**src/rtl/instr_encoder_pkg.sv**
```systemverilog
// Shared RV32 encoding definitions: op enumeration, opcode/funct constants and the
// instruction encoder used by the instruction encoder and the control decoder.
package instr_encoder_pkg;

    localparam int unsigned INSTR_W = 32;
    localparam int unsigned OP_W    = 4;
    localparam int unsigned REG_W   = 5;
    localparam int unsigned IMM_W   = 12;

    typedef logic [INSTR_W-1:0] instr_t;

    typedef enum logic [OP_W-1:0] {
        OP_ADD  = 4'd0,
        OP_SUB  = 4'd1,
        OP_AND  = 4'd2,
        OP_OR   = 4'd3,
        OP_MUL  = 4'd4,
        OP_ADDI = 4'd5,
        OP_SRAI = 4'd6,
        OP_LW   = 4'd7,
        OP_SW   = 4'd8,
        OP_BEQ  = 4'd9
    } op_e;

    localparam logic [6:0] OPC_OP     = 7'b0110011;
    localparam logic [6:0] OPC_OP_IMM = 7'b0010011;
    localparam logic [6:0] OPC_LOAD   = 7'b0000011;
    localparam logic [6:0] OPC_STORE  = 7'b0100011;
    localparam logic [6:0] OPC_BRANCH = 7'b1100011;

    localparam logic [2:0] F3_ADD = 3'b000;
    localparam logic [2:0] F3_AND = 3'b111;
    localparam logic [2:0] F3_OR  = 3'b110;
    localparam logic [2:0] F3_SR  = 3'b101;
    localparam logic [2:0] F3_W   = 3'b010;
    localparam logic [2:0] F3_BEQ = 3'b000;

    localparam logic [6:0] F7_BASE = 7'b0000000;
    localparam logic [6:0] F7_ALT  = 7'b0100000;
    localparam logic [6:0] F7_MUL  = 7'b0000001;

    function automatic logic op_legal(input logic [OP_W-1:0] op);
        return op <= OP_BEQ;
    endfunction

    // imm carries offset[12:1] for BEQ, so imm[11] is offset[12] and imm[10] is offset[11]
    function automatic instr_t encode(input logic [OP_W-1:0]  op,
                                      input logic [REG_W-1:0] rd,
                                      input logic [REG_W-1:0] rs1,
                                      input logic [REG_W-1:0] rs2,
                                      input logic [IMM_W-1:0] imm);
        instr_t w;
        w = '0;
        case (op)
            OP_ADD:  w = {F7_BASE, rs2, rs1, F3_ADD, rd, OPC_OP};
            OP_SUB:  w = {F7_ALT,  rs2, rs1, F3_ADD, rd, OPC_OP};
            OP_AND:  w = {F7_BASE, rs2, rs1, F3_AND, rd, OPC_OP};
            OP_OR:   w = {F7_BASE, rs2, rs1, F3_OR,  rd, OPC_OP};
            OP_MUL:  w = {F7_MUL,  rs2, rs1, F3_ADD, rd, OPC_OP};
            OP_ADDI: w = {imm, rs1, F3_ADD, rd, OPC_OP_IMM};
            OP_SRAI: w = {F7_ALT, imm[4:0], rs1, F3_SR, rd, OPC_OP_IMM};
            OP_LW:   w = {imm, rs1, F3_W, rd, OPC_LOAD};
            OP_SW:   w = {imm[11:5], rs2, rs1, F3_W, imm[4:0], OPC_STORE};
            OP_BEQ:  w = {imm[11], imm[9:4], rs2, rs1, F3_BEQ, imm[3:0], imm[10], OPC_BRANCH};
            default: w = '0;
        endcase
        return w;
    endfunction

endpackage

```
**src/rtl/instr_encoder_if.sv**
```systemverilog
// Request and instruction-memory write bus of the instruction encoder.
interface instr_encoder_if #(
    parameter int unsigned DEPTH = 4
);
    import instr_encoder_pkg::*;

    localparam int unsigned CW = $clog2(DEPTH) + 1;

    logic              in_valid_i;
    logic              in_ready_o;
    logic [OP_W-1:0]   op_i;
    logic [REG_W-1:0]  rd_i;
    logic [REG_W-1:0]  rs1_i;
    logic [REG_W-1:0]  rs2_i;
    logic [IMM_W-1:0]  imm_i;
    logic              mem_we_o;
    logic              mem_ready_i;
    logic [31:0]       mem_addr_o;
    instr_t            mem_data_o;
    logic [CW-1:0]     count_o;
    logic              err_o;

    modport master (
        output in_valid_i, op_i, rd_i, rs1_i, rs2_i, imm_i, mem_ready_i,
        input  in_ready_o, mem_we_o, mem_addr_o, mem_data_o, count_o, err_o
    );

    modport slave (
        input  in_valid_i, op_i, rd_i, rs1_i, rs2_i, imm_i, mem_ready_i,
        output in_ready_o, mem_we_o, mem_addr_o, mem_data_o, count_o, err_o
    );

endinterface

```
**src/rtl/instr_encoder_sync_fifo.sv**
```systemverilog
// Synchronous FIFO with flush; head entry is presented from the storage registers.
module sync_fifo #(
    parameter int unsigned DEPTH = 4,
    parameter int unsigned WIDTH = 32
) (
    input  logic                       clk_i,
    input  logic                       rst_i,
    input  logic                       flush_i,
    input  logic                       push_i,
    input  logic [WIDTH-1:0]           data_i,
    input  logic                       pop_i,
    output logic [WIDTH-1:0]           data_o,
    output logic                       full_o,
    output logic                       empty_o,
    output logic [$clog2(DEPTH):0]     count_o
);

    localparam int unsigned AW = $clog2(DEPTH);
    localparam int unsigned CW = AW + 1;

    logic [WIDTH-1:0] mem_q [DEPTH];
    logic [AW-1:0]    wr_ptr_q, wr_ptr_d;
    logic [AW-1:0]    rd_ptr_q, rd_ptr_d;
    logic [CW-1:0]    count_q, count_d;
    logic             push_ok, pop_ok;

    assign full_o  = (count_q == CW'(DEPTH));
    assign empty_o = (count_q == '0);
    assign data_o  = mem_q[rd_ptr_q];
    assign count_o = count_q;

    assign push_ok = push_i && !full_o && !flush_i;
    assign pop_ok  = pop_i && !empty_o && !flush_i;

    // Flush wins over any push/pop in the same cycle
    always_comb begin
        wr_ptr_d = wr_ptr_q;
        rd_ptr_d = rd_ptr_q;
        count_d  = count_q;
        if (flush_i) begin
            wr_ptr_d = '0;
            rd_ptr_d = '0;
            count_d  = '0;
        end else begin
            if (push_ok) wr_ptr_d = wr_ptr_q + AW'(1);
            if (pop_ok)  rd_ptr_d = rd_ptr_q + AW'(1);
            case ({push_ok, pop_ok})
                2'b10:   count_d = count_q + CW'(1);
                2'b01:   count_d = count_q - CW'(1);
                default: count_d = count_q;
            endcase
        end
    end

    always_ff @(posedge clk_i or posedge rst_i) begin
        if (rst_i) begin
            wr_ptr_q <= '0;
            rd_ptr_q <= '0;
            count_q  <= '0;
        end else begin
            wr_ptr_q <= wr_ptr_d;
            rd_ptr_q <= rd_ptr_d;
            count_q  <= count_d;
        end
    end

    always_ff @(posedge clk_i or posedge rst_i) begin
        if (rst_i) begin
            for (int i = 0; i < int'(DEPTH); i++) mem_q[i] <= '0;
        end else if (push_ok) begin
            mem_q[wr_ptr_q] <= data_i;
        end
    end

endmodule

```
**src/rtl/instr_encoder.sv**
```systemverilog
// Encodes instruction requests into RV32 words and streams them to instruction
// memory through an output buffer, one write per accepted memory handshake.
module instr_encoder
    import instr_encoder_pkg::*;
#(
    parameter int unsigned DEPTH     = 4,
    parameter logic [31:0] BASE_ADDR = 32'h0
) (
    input  logic            clk_i,
    input  logic            rst_i,
    input  logic            flush_i,
    instr_encoder_if.slave  bus
);

    logic        full, empty;
    logic        accept, legal, push, pop;
    instr_t      enc_word;
    logic [31:0] addr_q, addr_d;
    logic        err_q, err_d;

    assign bus.in_ready_o = !full;
    assign bus.mem_we_o   = !empty;
    assign bus.mem_addr_o = addr_q;
    assign bus.err_o      = err_q;

    assign accept   = bus.in_valid_i && !full;
    assign legal    = op_legal(bus.op_i);
    assign push     = accept && legal;
    assign pop      = !empty && bus.mem_ready_i;
    assign enc_word = encode(bus.op_i, bus.rd_i, bus.rs1_i, bus.rs2_i, bus.imm_i);

    // Address advances per completed write; flush also suppresses the error pulse
    always_comb begin
        addr_d = addr_q;
        err_d  = 1'b0;
        if (flush_i) begin
            addr_d = BASE_ADDR;
        end else begin
            if (pop) addr_d = addr_q + 32'd4;
            err_d = accept && !legal;
        end
    end

    always_ff @(posedge clk_i or posedge rst_i) begin
        if (rst_i) begin
            addr_q <= BASE_ADDR;
            err_q  <= 1'b0;
        end else begin
            addr_q <= addr_d;
            err_q  <= err_d;
        end
    end

    sync_fifo #(
        .DEPTH (DEPTH),
        .WIDTH (INSTR_W)
    ) u_fifo (
        .clk_i   (clk_i),
        .rst_i   (rst_i),
        .flush_i (flush_i),
        .push_i  (push),
        .data_i  (enc_word),
        .pop_i   (pop),
        .data_o  (bus.mem_data_o),
        .full_o  (full),
        .empty_o (empty),
        .count_o (bus.count_o)
    );

endmodule

```
**src/flat_wrapper.sv**
```systemverilog
// flat-port wrapper written by rule: the top's interface ports become plain ports
module instr_encoder_flat import instr_encoder_pkg::*;
#(
    parameter int unsigned DEPTH     = 4,
    parameter logic [31:0] BASE_ADDR = 32'h0
)
  (clk_i, rst_i, flush_i, bus_in_valid_i, bus_op_i, bus_rd_i, bus_rs1_i, bus_rs2_i, bus_imm_i, bus_mem_ready_i, bus_in_ready_o, bus_mem_we_o, bus_mem_addr_o, bus_mem_data_o, bus_count_o, bus_err_o);
  instr_encoder_if #(.DEPTH(DEPTH)) bus_i ();
  input  logic clk_i;
  input  logic rst_i;
  input  logic flush_i;
  input wire logic [$bits(bus_i.in_valid_i)-1:0] bus_in_valid_i;
  input wire logic [$bits(bus_i.op_i)-1:0] bus_op_i;
  input wire logic [$bits(bus_i.rd_i)-1:0] bus_rd_i;
  input wire logic [$bits(bus_i.rs1_i)-1:0] bus_rs1_i;
  input wire logic [$bits(bus_i.rs2_i)-1:0] bus_rs2_i;
  input wire logic [$bits(bus_i.imm_i)-1:0] bus_imm_i;
  input wire logic [$bits(bus_i.mem_ready_i)-1:0] bus_mem_ready_i;
  output wire logic [$bits(bus_i.in_ready_o)-1:0] bus_in_ready_o;
  output wire logic [$bits(bus_i.mem_we_o)-1:0] bus_mem_we_o;
  output wire logic [$bits(bus_i.mem_addr_o)-1:0] bus_mem_addr_o;
  output wire logic [$bits(bus_i.mem_data_o)-1:0] bus_mem_data_o;
  output wire logic [$bits(bus_i.count_o)-1:0] bus_count_o;
  output wire logic [$bits(bus_i.err_o)-1:0] bus_err_o;
  assign bus_i.in_valid_i = bus_in_valid_i;
  assign bus_i.op_i = bus_op_i;
  assign bus_i.rd_i = bus_rd_i;
  assign bus_i.rs1_i = bus_rs1_i;
  assign bus_i.rs2_i = bus_rs2_i;
  assign bus_i.imm_i = bus_imm_i;
  assign bus_i.mem_ready_i = bus_mem_ready_i;
  assign bus_in_ready_o = bus_i.in_ready_o;
  assign bus_mem_we_o = bus_i.mem_we_o;
  assign bus_mem_addr_o = bus_i.mem_addr_o;
  assign bus_mem_data_o = bus_i.mem_data_o;
  assign bus_count_o = bus_i.count_o;
  assign bus_err_o = bus_i.err_o;
  instr_encoder #(.DEPTH(DEPTH), .BASE_ADDR(BASE_ADDR)) u_core (.clk_i(clk_i), .rst_i(rst_i), .flush_i(flush_i), .bus(bus_i));
endmodule
```
**config.mk**
```make
export PLATFORM = sky130hd
export DESIGN_NAME = instr_encoder_flat
export DESIGN_NICKNAME = d
export VERILOG_FILES = /design/src/rtl/instr_encoder_pkg.sv /design/src/rtl/instr_encoder_if.sv /design/src/rtl/instr_encoder_sync_fifo.sv /design/src/rtl/instr_encoder.sv /design/src/flat_wrapper.sv
export SDC_FILE = /design/constraint.sdc
export NUM_CORES = 1
export LEC_CHECK = 0
export ABC_AREA = 1
export BUFFER_PORTS_ARGS = -buffer_cell sky130_fd_sc_hd__buf_2
export CAP_MARGIN = 10
export CORE_ASPECT_RATIO = 1.25
export CORE_UTILIZATION = 60
export CTS_BUF_LIST = sky130_fd_sc_hd__clkbuf_8
export DETAILED_ROUTE_END_ITERATION = 8
export PLACE_DENSITY = 0.83
export SYNTH_ARGS = -nofsm -noshare
export SYNTH_HDL_FRONTEND = slang
export SYNTH_SLANG_ARGS = --single-unit
export TNS_END_PERCENT = 10
```
**constraint.sdc**
```tcl
create_clock -name clk_i -period 7.05 [get_ports clk_i]
set_clock_uncertainty 0.15 [all_clocks]
set_input_delay 1.41 -clock clk_i [delete_from_list [all_inputs] [get_ports clk_i]]
set_output_delay 1.41 -clock clk_i [all_outputs]
set_load 0.03 [all_outputs]
```
==> After elaboration in Yosys (flattened, before gate mapping) <==
Index checks and enable logic that the tools add are counted.
{ "word_totals": {"output_inout_bits": 70, "word_cells": 67, "register_bits": 168, "input_bits": 36} }
{ "op_classes": {"add_sub_neg": 5, "bitwise_logic": 2, "n_reduce_logical": 19, "muxes": 16, "magnitude_cmp": 4, "n_eq_ne": 12} }
{ "op_table": {"columns": ["cell", "n"], "rows": [
  ["case mux 32 bit (10 select lines)", 1],
  ["two-way mux 32 bit", 5],
  ["bitwise mux 128 bit", 1],
  ["binary-select mux 32 bit (select 2 bit)", 1],
  ["demux 32 bit (select 2 bit)", 1],
  ["adder 32 x 3 -> 32 bit (second input constant)", 1],
  ["== test 4 x 3 -> 1 bit (second input constant)", 4],
  ["logical AND 1 bit", 9],
  ["== test 4 x 2 -> 1 bit (second input constant)", 2],
  ["== test 4 bit (second input constant)", 2],
  ["two-way mux 2 bit", 4],
  ["greater-or-equal comparator 3 bit (second input constant)", 2],
  ["NOT 2 -> 3 bit", 2],
  ["case mux 3 bit (2 select lines)", 1],
  ["nonzero test 2 bit", 3],
  ["adder 2 x 1 -> 2 bit (second input constant)", 2],
  ["== test 4 x 1 -> 1 bit (second input constant)", 1],
  ["<= comparator 4 bit (second input constant)", 1],
  ["zero test 1 bit", 4],
  ["zero test 4 bit", 1],
  ["adder 3 x 1 -> 3 bit (second input constant)", 1],
  ["== test 3 bit (second input constant)", 1],
  ["zero test 3 bit", 1],
  ["less-than comparator 3 x 1 -> 1 bit (second input constant)", 1],
  ["6 further kinds", 6]
]} }

==> Logic depth before layout (Yosys ltp) <==
{ "logic_depth": {"word_depth": 9, "depth_mapped": 13, "mapped_depth_nobuf": 13} }

==> By module <==
Synthesis repeated with hierarchy kept, for this count alone.
{ "unflattened": {"cells_unflattened": 1030, "area_unflattened_um2": 8516.9} }
{ "by_module_without_submodules": {"columns": ["mod", "instances", "area_per_inst_um2", "seq_area_each_um2", "cells_per_inst"], "rows": [
  ["sync_fifo", 1, 6198.4, 3378.2, 682],
  ["instr_encoder", 1, 2318.5, 775.7, 348]
]} }

==> Least setup slack after synthesis <==
OpenSTA, ideal clock, no wires.
{ "synth_path": {"path_type": "reg-to-output", "from": "register u_core.u_fifo.rd_ptr_q[0]", "to": "output bus_mem_data_o[1]", "t_arrival_ns": 1.744, "stages_incl_launch_ff": 7, "slack_ns": 3.746, "n_path_buf": 3, "cell_sequence": "dfrtp_1 -> clkbuf_1 -> inv_2 -> clkbuf_1 -> o21ai_0 -> o21ai_1 -> buf_4"} }
{ "synth_via": {"elab_chain_len": 4} }
{ "synth_rtl": {"columns": ["element", "line", "rtl"], "rows": [
  ["start: declaration", "instr_encoder_sync_fifo.sv:23", "logic [AW-1:0] rd_ptr_q, rd_ptr_d;"],
  ["start signal: assignment", "instr_encoder_sync_fifo.sv:62", "rd_ptr_q <= rd_ptr_d;"],
  ["NOT 2 -> 3 bit (implied by the code)", "instr_encoder_sync_fifo.sv:29", "assign data_o = mem_q[rd_ptr_q];"],
  ["binary-select mux 32 bit (select 2 bit)", "instr_encoder_sync_fifo.sv:29", null],
  ["two-way mux 32 bit (implied by the code) (2 in a row)", "instr_encoder_sync_fifo.sv:29", null],
  ["end: declaration", "flat_wrapper.sv:22", "output wire logic [$bits(bus_i.mem_data_o)-1:0] bus_mem_data_o;"]
]} }
Every way passes these cells. The select of a mux whose other input is x is not followed.

==> Final worst setup path <==
{ "layout_path": {"from": "register u_core.u_fifo.rd_ptr_q[1]", "to": "output bus_mem_data_o[28]"} }
Same word-level chain as after synthesis.

==> metrics.md <==
| Metric | Value |
|---|---|
| Status | `complete, no violations` |
| Number of synthesized register bits | `154` |
| Worst-margin pin slew | `1.132 ns` |
| First-pass GRT wire length | `31.86 mm` |
| Sequential cell area | `3854 um2` |
| Total of max-cap violations | `0` |
| Fillers | `1083` |
| Initial DRC count | `592` |
| P_leak | `4.560 nW` |
| Fin util | `68.60%` |
| Post-CTS Setup Bufs | `0` |
| WP data arrival | `2.45 ns` |
| Drt wl/cell | `14.88 um` |
| IO Port Bufs | `101` |
| Clock sinks | `154` |
| EDFF count, synth | `0` |
| Final WL | `19.29 mm` |
| Cell taking the most area after synthesis | `dfrtp_1` |
| Resized cells post-CTS | `0` |
| Hold Violations, Final | `0` |
| Most frequent CP cell | `o21ai_0` |
| Final std cells w/o fill | `1296` |
| Buffering stage count on the worst path with inverters included | `3` |
| GRT Total Usage | `29.84%` |
| Initial antenna violation count | `0` |
| Clock Pin Slew Worst Setup and Hold Paths | `0.09 ns` |
| Synth Instances | `1036` |
| Unrepaired setup endpoints after global routing | `no` |
| # nets final | `1157` |
| Crit Path Category | `reg2out` |
| H-tree depth | `4` |
| Worst path max stage delay | `0.65 ns` |
| Via count | `7069` |
| Final setup fails | `0` |
| Number of remaining DRC errors | `0` |
| Clock insertion delay at the later pin of the skew report | `0.47 ns` |
| Hold path start | `u_core.u_fifo.mem_q[33]` |
| Tightest Hold Check Type | `reg2reg` |
| TritonCTS clock tree | `yes` |
| Synth warnings | `0` |
| Seq/Total Area, Yosys | `48.95%` |
| IR Drop Worst-Case VDD | `0.2124 mV` |
| Diodes inserted | `0` |
| Worst path slowest cell | `dfrtp_1` |
| Die span in y | `130.1 um` |
| Pwr/cell area | `327.6 nW/um2` |
| Inst Count DP | `1264` |
| Cts hold-fix bufs | `0` |
| Routed vias/inst | `5.454` |
| Num CTS Buffers | `17` |
| CP max FO | `41` |
| Post-DRT Antenna Nets | `0` |
| Multi-input combinational cell area | `3366 um2` |
| Worst path top cell family by delay | `buffers and inverters` |
| RD Place Congestion | `0.9133` |
| Clock buffer depth | `2` |
| Critical R2R Launch | `u_core.u_fifo.count_o[0]` |
| Post-synthesis cell area | `7873 um2` |
| Vias in the first global route | `6614` |
| Largest cells by area after synthesis | `dfrtp_1, nand2_1, o21ai_0` |
| Die ar. | `13590 um2` |
| GRT Residual Overflow | `0` |
| Most used DFF post-synth | `dfrtp_1` |
| Worst EP required | `5.49 ns` |
| Synthesized area per cell | `7.599 um2` |
| Post-DP HPWL | `12.68 mm` |
| Post-layout min period | `4.008 ns` |
| Setup crit start kind | `flip-flop` |
| CP Cell Sequence | `clkinv_1 > buf_4 > a21oi_1 > o21ai_0 > o21ai_0 > buf_2` |
| Root buf cell | `clkbuf_8` |
| Worst slew margin | `24.52%` |
| Largest net degree at the start of global routing | `90` |
| Initial core utilization | `61.89%` |
| Async S/R FF share, synth | `100.0%` |
| Core area | `12720 um2` |
| Chip width | `104.5 um` |
| Max Clk Rate | `249.5 MHz` |
| Crit end category | `primary output` |
| Cell variety after synth | `42` |
| Share of post-route cells with drive strength above 1 | `14.27%` |
| Layout area overhead | `10.84%` |
| Tcrit/Tclk final | `56.85%` |
| Top Ports | `106` |
| Top-area cell type share of the netlist area | `48.95%` |
| DR pass1 iterations | `5` |
| Setup_tns | `0 ns` |
| Worst Setup SP | `u_core.u_fifo.rd_ptr_q[1]` |
| Final Max Slew Viols | `0` |
| Core Rows | `46` |
-- power breakdown --
| part | internal, W | switching, W | total, W |
|---|---|---|---|
| Combinational | 0.000286 | 0.000702 | 0.000987 |
| Clock | 0.000327 | 0.000371 | 0.000698 |
| Sequential | 0.00107 | 0.000101 | 0.00117 |
-- layer usage --
| layer | track usage [%] | part of all wire [%] |
|---|---|---|
| met1 | 38.87 | 43 |
| met2 | 49.44 | 49 |
| met5 | 0 | 0 |
| met4 | 13.87 | 2.9 |
| met3 | 4.845 | 4.7 |
-- registers in the layout (all words and copies together), names as in the netlist --
name	flops
u_core.bus.mem_addr_o	30
u_core.u_fifo.wr_ptr_q	2
u_core.bus.err_o	1
u_core.u_fifo.mem_q	116
u_core.u_fifo.count_o	3
u_core.u_fifo.rd_ptr_q	2
-- synthesized netlist by cell type (10+ instances only) --
library cell  count
nand2_1         339
dfrtp_1         154
nor2_1          117
o21ai_0         112
inv_1            83
o21ai_1          48
nand3_1          34
a21oi_1          24
clkbuf_1         18
o22ai_1          18
buf_6            11
nand4_1          10
-- worst reg2reg max path: cells and delay by family, from the launching register on --
family	cells	cell delay, ns
buffers and inverters	3	0.26
adders and majority gates	1	0.38
DFF	1	0.43
and+or+nand+nor	8	1.05
xor gates and xnor gates	1	0.20
-- cell families (layout without fill, tap and decap cells) --
kind of cell,Yosys count,after routing,share of synthesized area (%)
flops,154,154,48.95
simple gates,522,522,27.03
other cells,1,4,0.04763
fa+ha+maj,6,6,1.049
xor+xnor,3,3,0.3338
compound gates,212,212,14.15
buf+inv,138,227,8.439
-- metrics by stage --
step | worst slack [ns] | cell area (um2) | power [W] | hold slack (ns)
after floorplan | 1.340 | 7884 | 0.001901 | 0.2714
after global placement | 3.622 | 8318 | 0.002144 | 0.2987
after detailed placement | 3.570 | 8318 | 0.002170 | 0.3014
after CTS | 3.050 | 8726 | 0.002865 | 0.3233
after global routing | 2.852 | 8726 | 0.003022 | 0.3373
final | 3.042 | 8726 | 0.002859 | 0.3209
-- worst paths after layout --
check	end	slack [ns]	cells after the start
min	u_core.u_fifo.mem_q[33]	0.32	2
max reg2reg	u_core.u_fifo.count_o[2]	4.49	13
max in group asynchronous	u_core.u_fifo.mem_q[45]	4.47	3
max	bus_mem_data_o[28]	3.04	6
min in group asynchronous	u_core.u_fifo.mem_q[113]	0.94	2
min reg2reg	u_core.u_fifo.mem_q[33]	0.32	2
-- cell usage in the layout (no fill, tap or decap), types with 17 or more instances in the layout --
cell      instances
a21oi_1          24
clkbuf_8         17
o21ai_1          48
nor2_1          117
o21ai_0         112
inv_1            82
buf_2           101
dfrtp_1         154
o22ai_1          18
nand3_1          34
nand2_1         339
-- final cells by class --
type	count	share of cell area, %
clock buffers	17	2.681
multi-input cells	747	38.57
flip-flops and latches	154	44.16
well taps	168	2.409
inverters	91	4.130
repair buffers	104	6.051
clock inverters	15	1.993
Note: power is estimated with default switching activity, not from simulation.
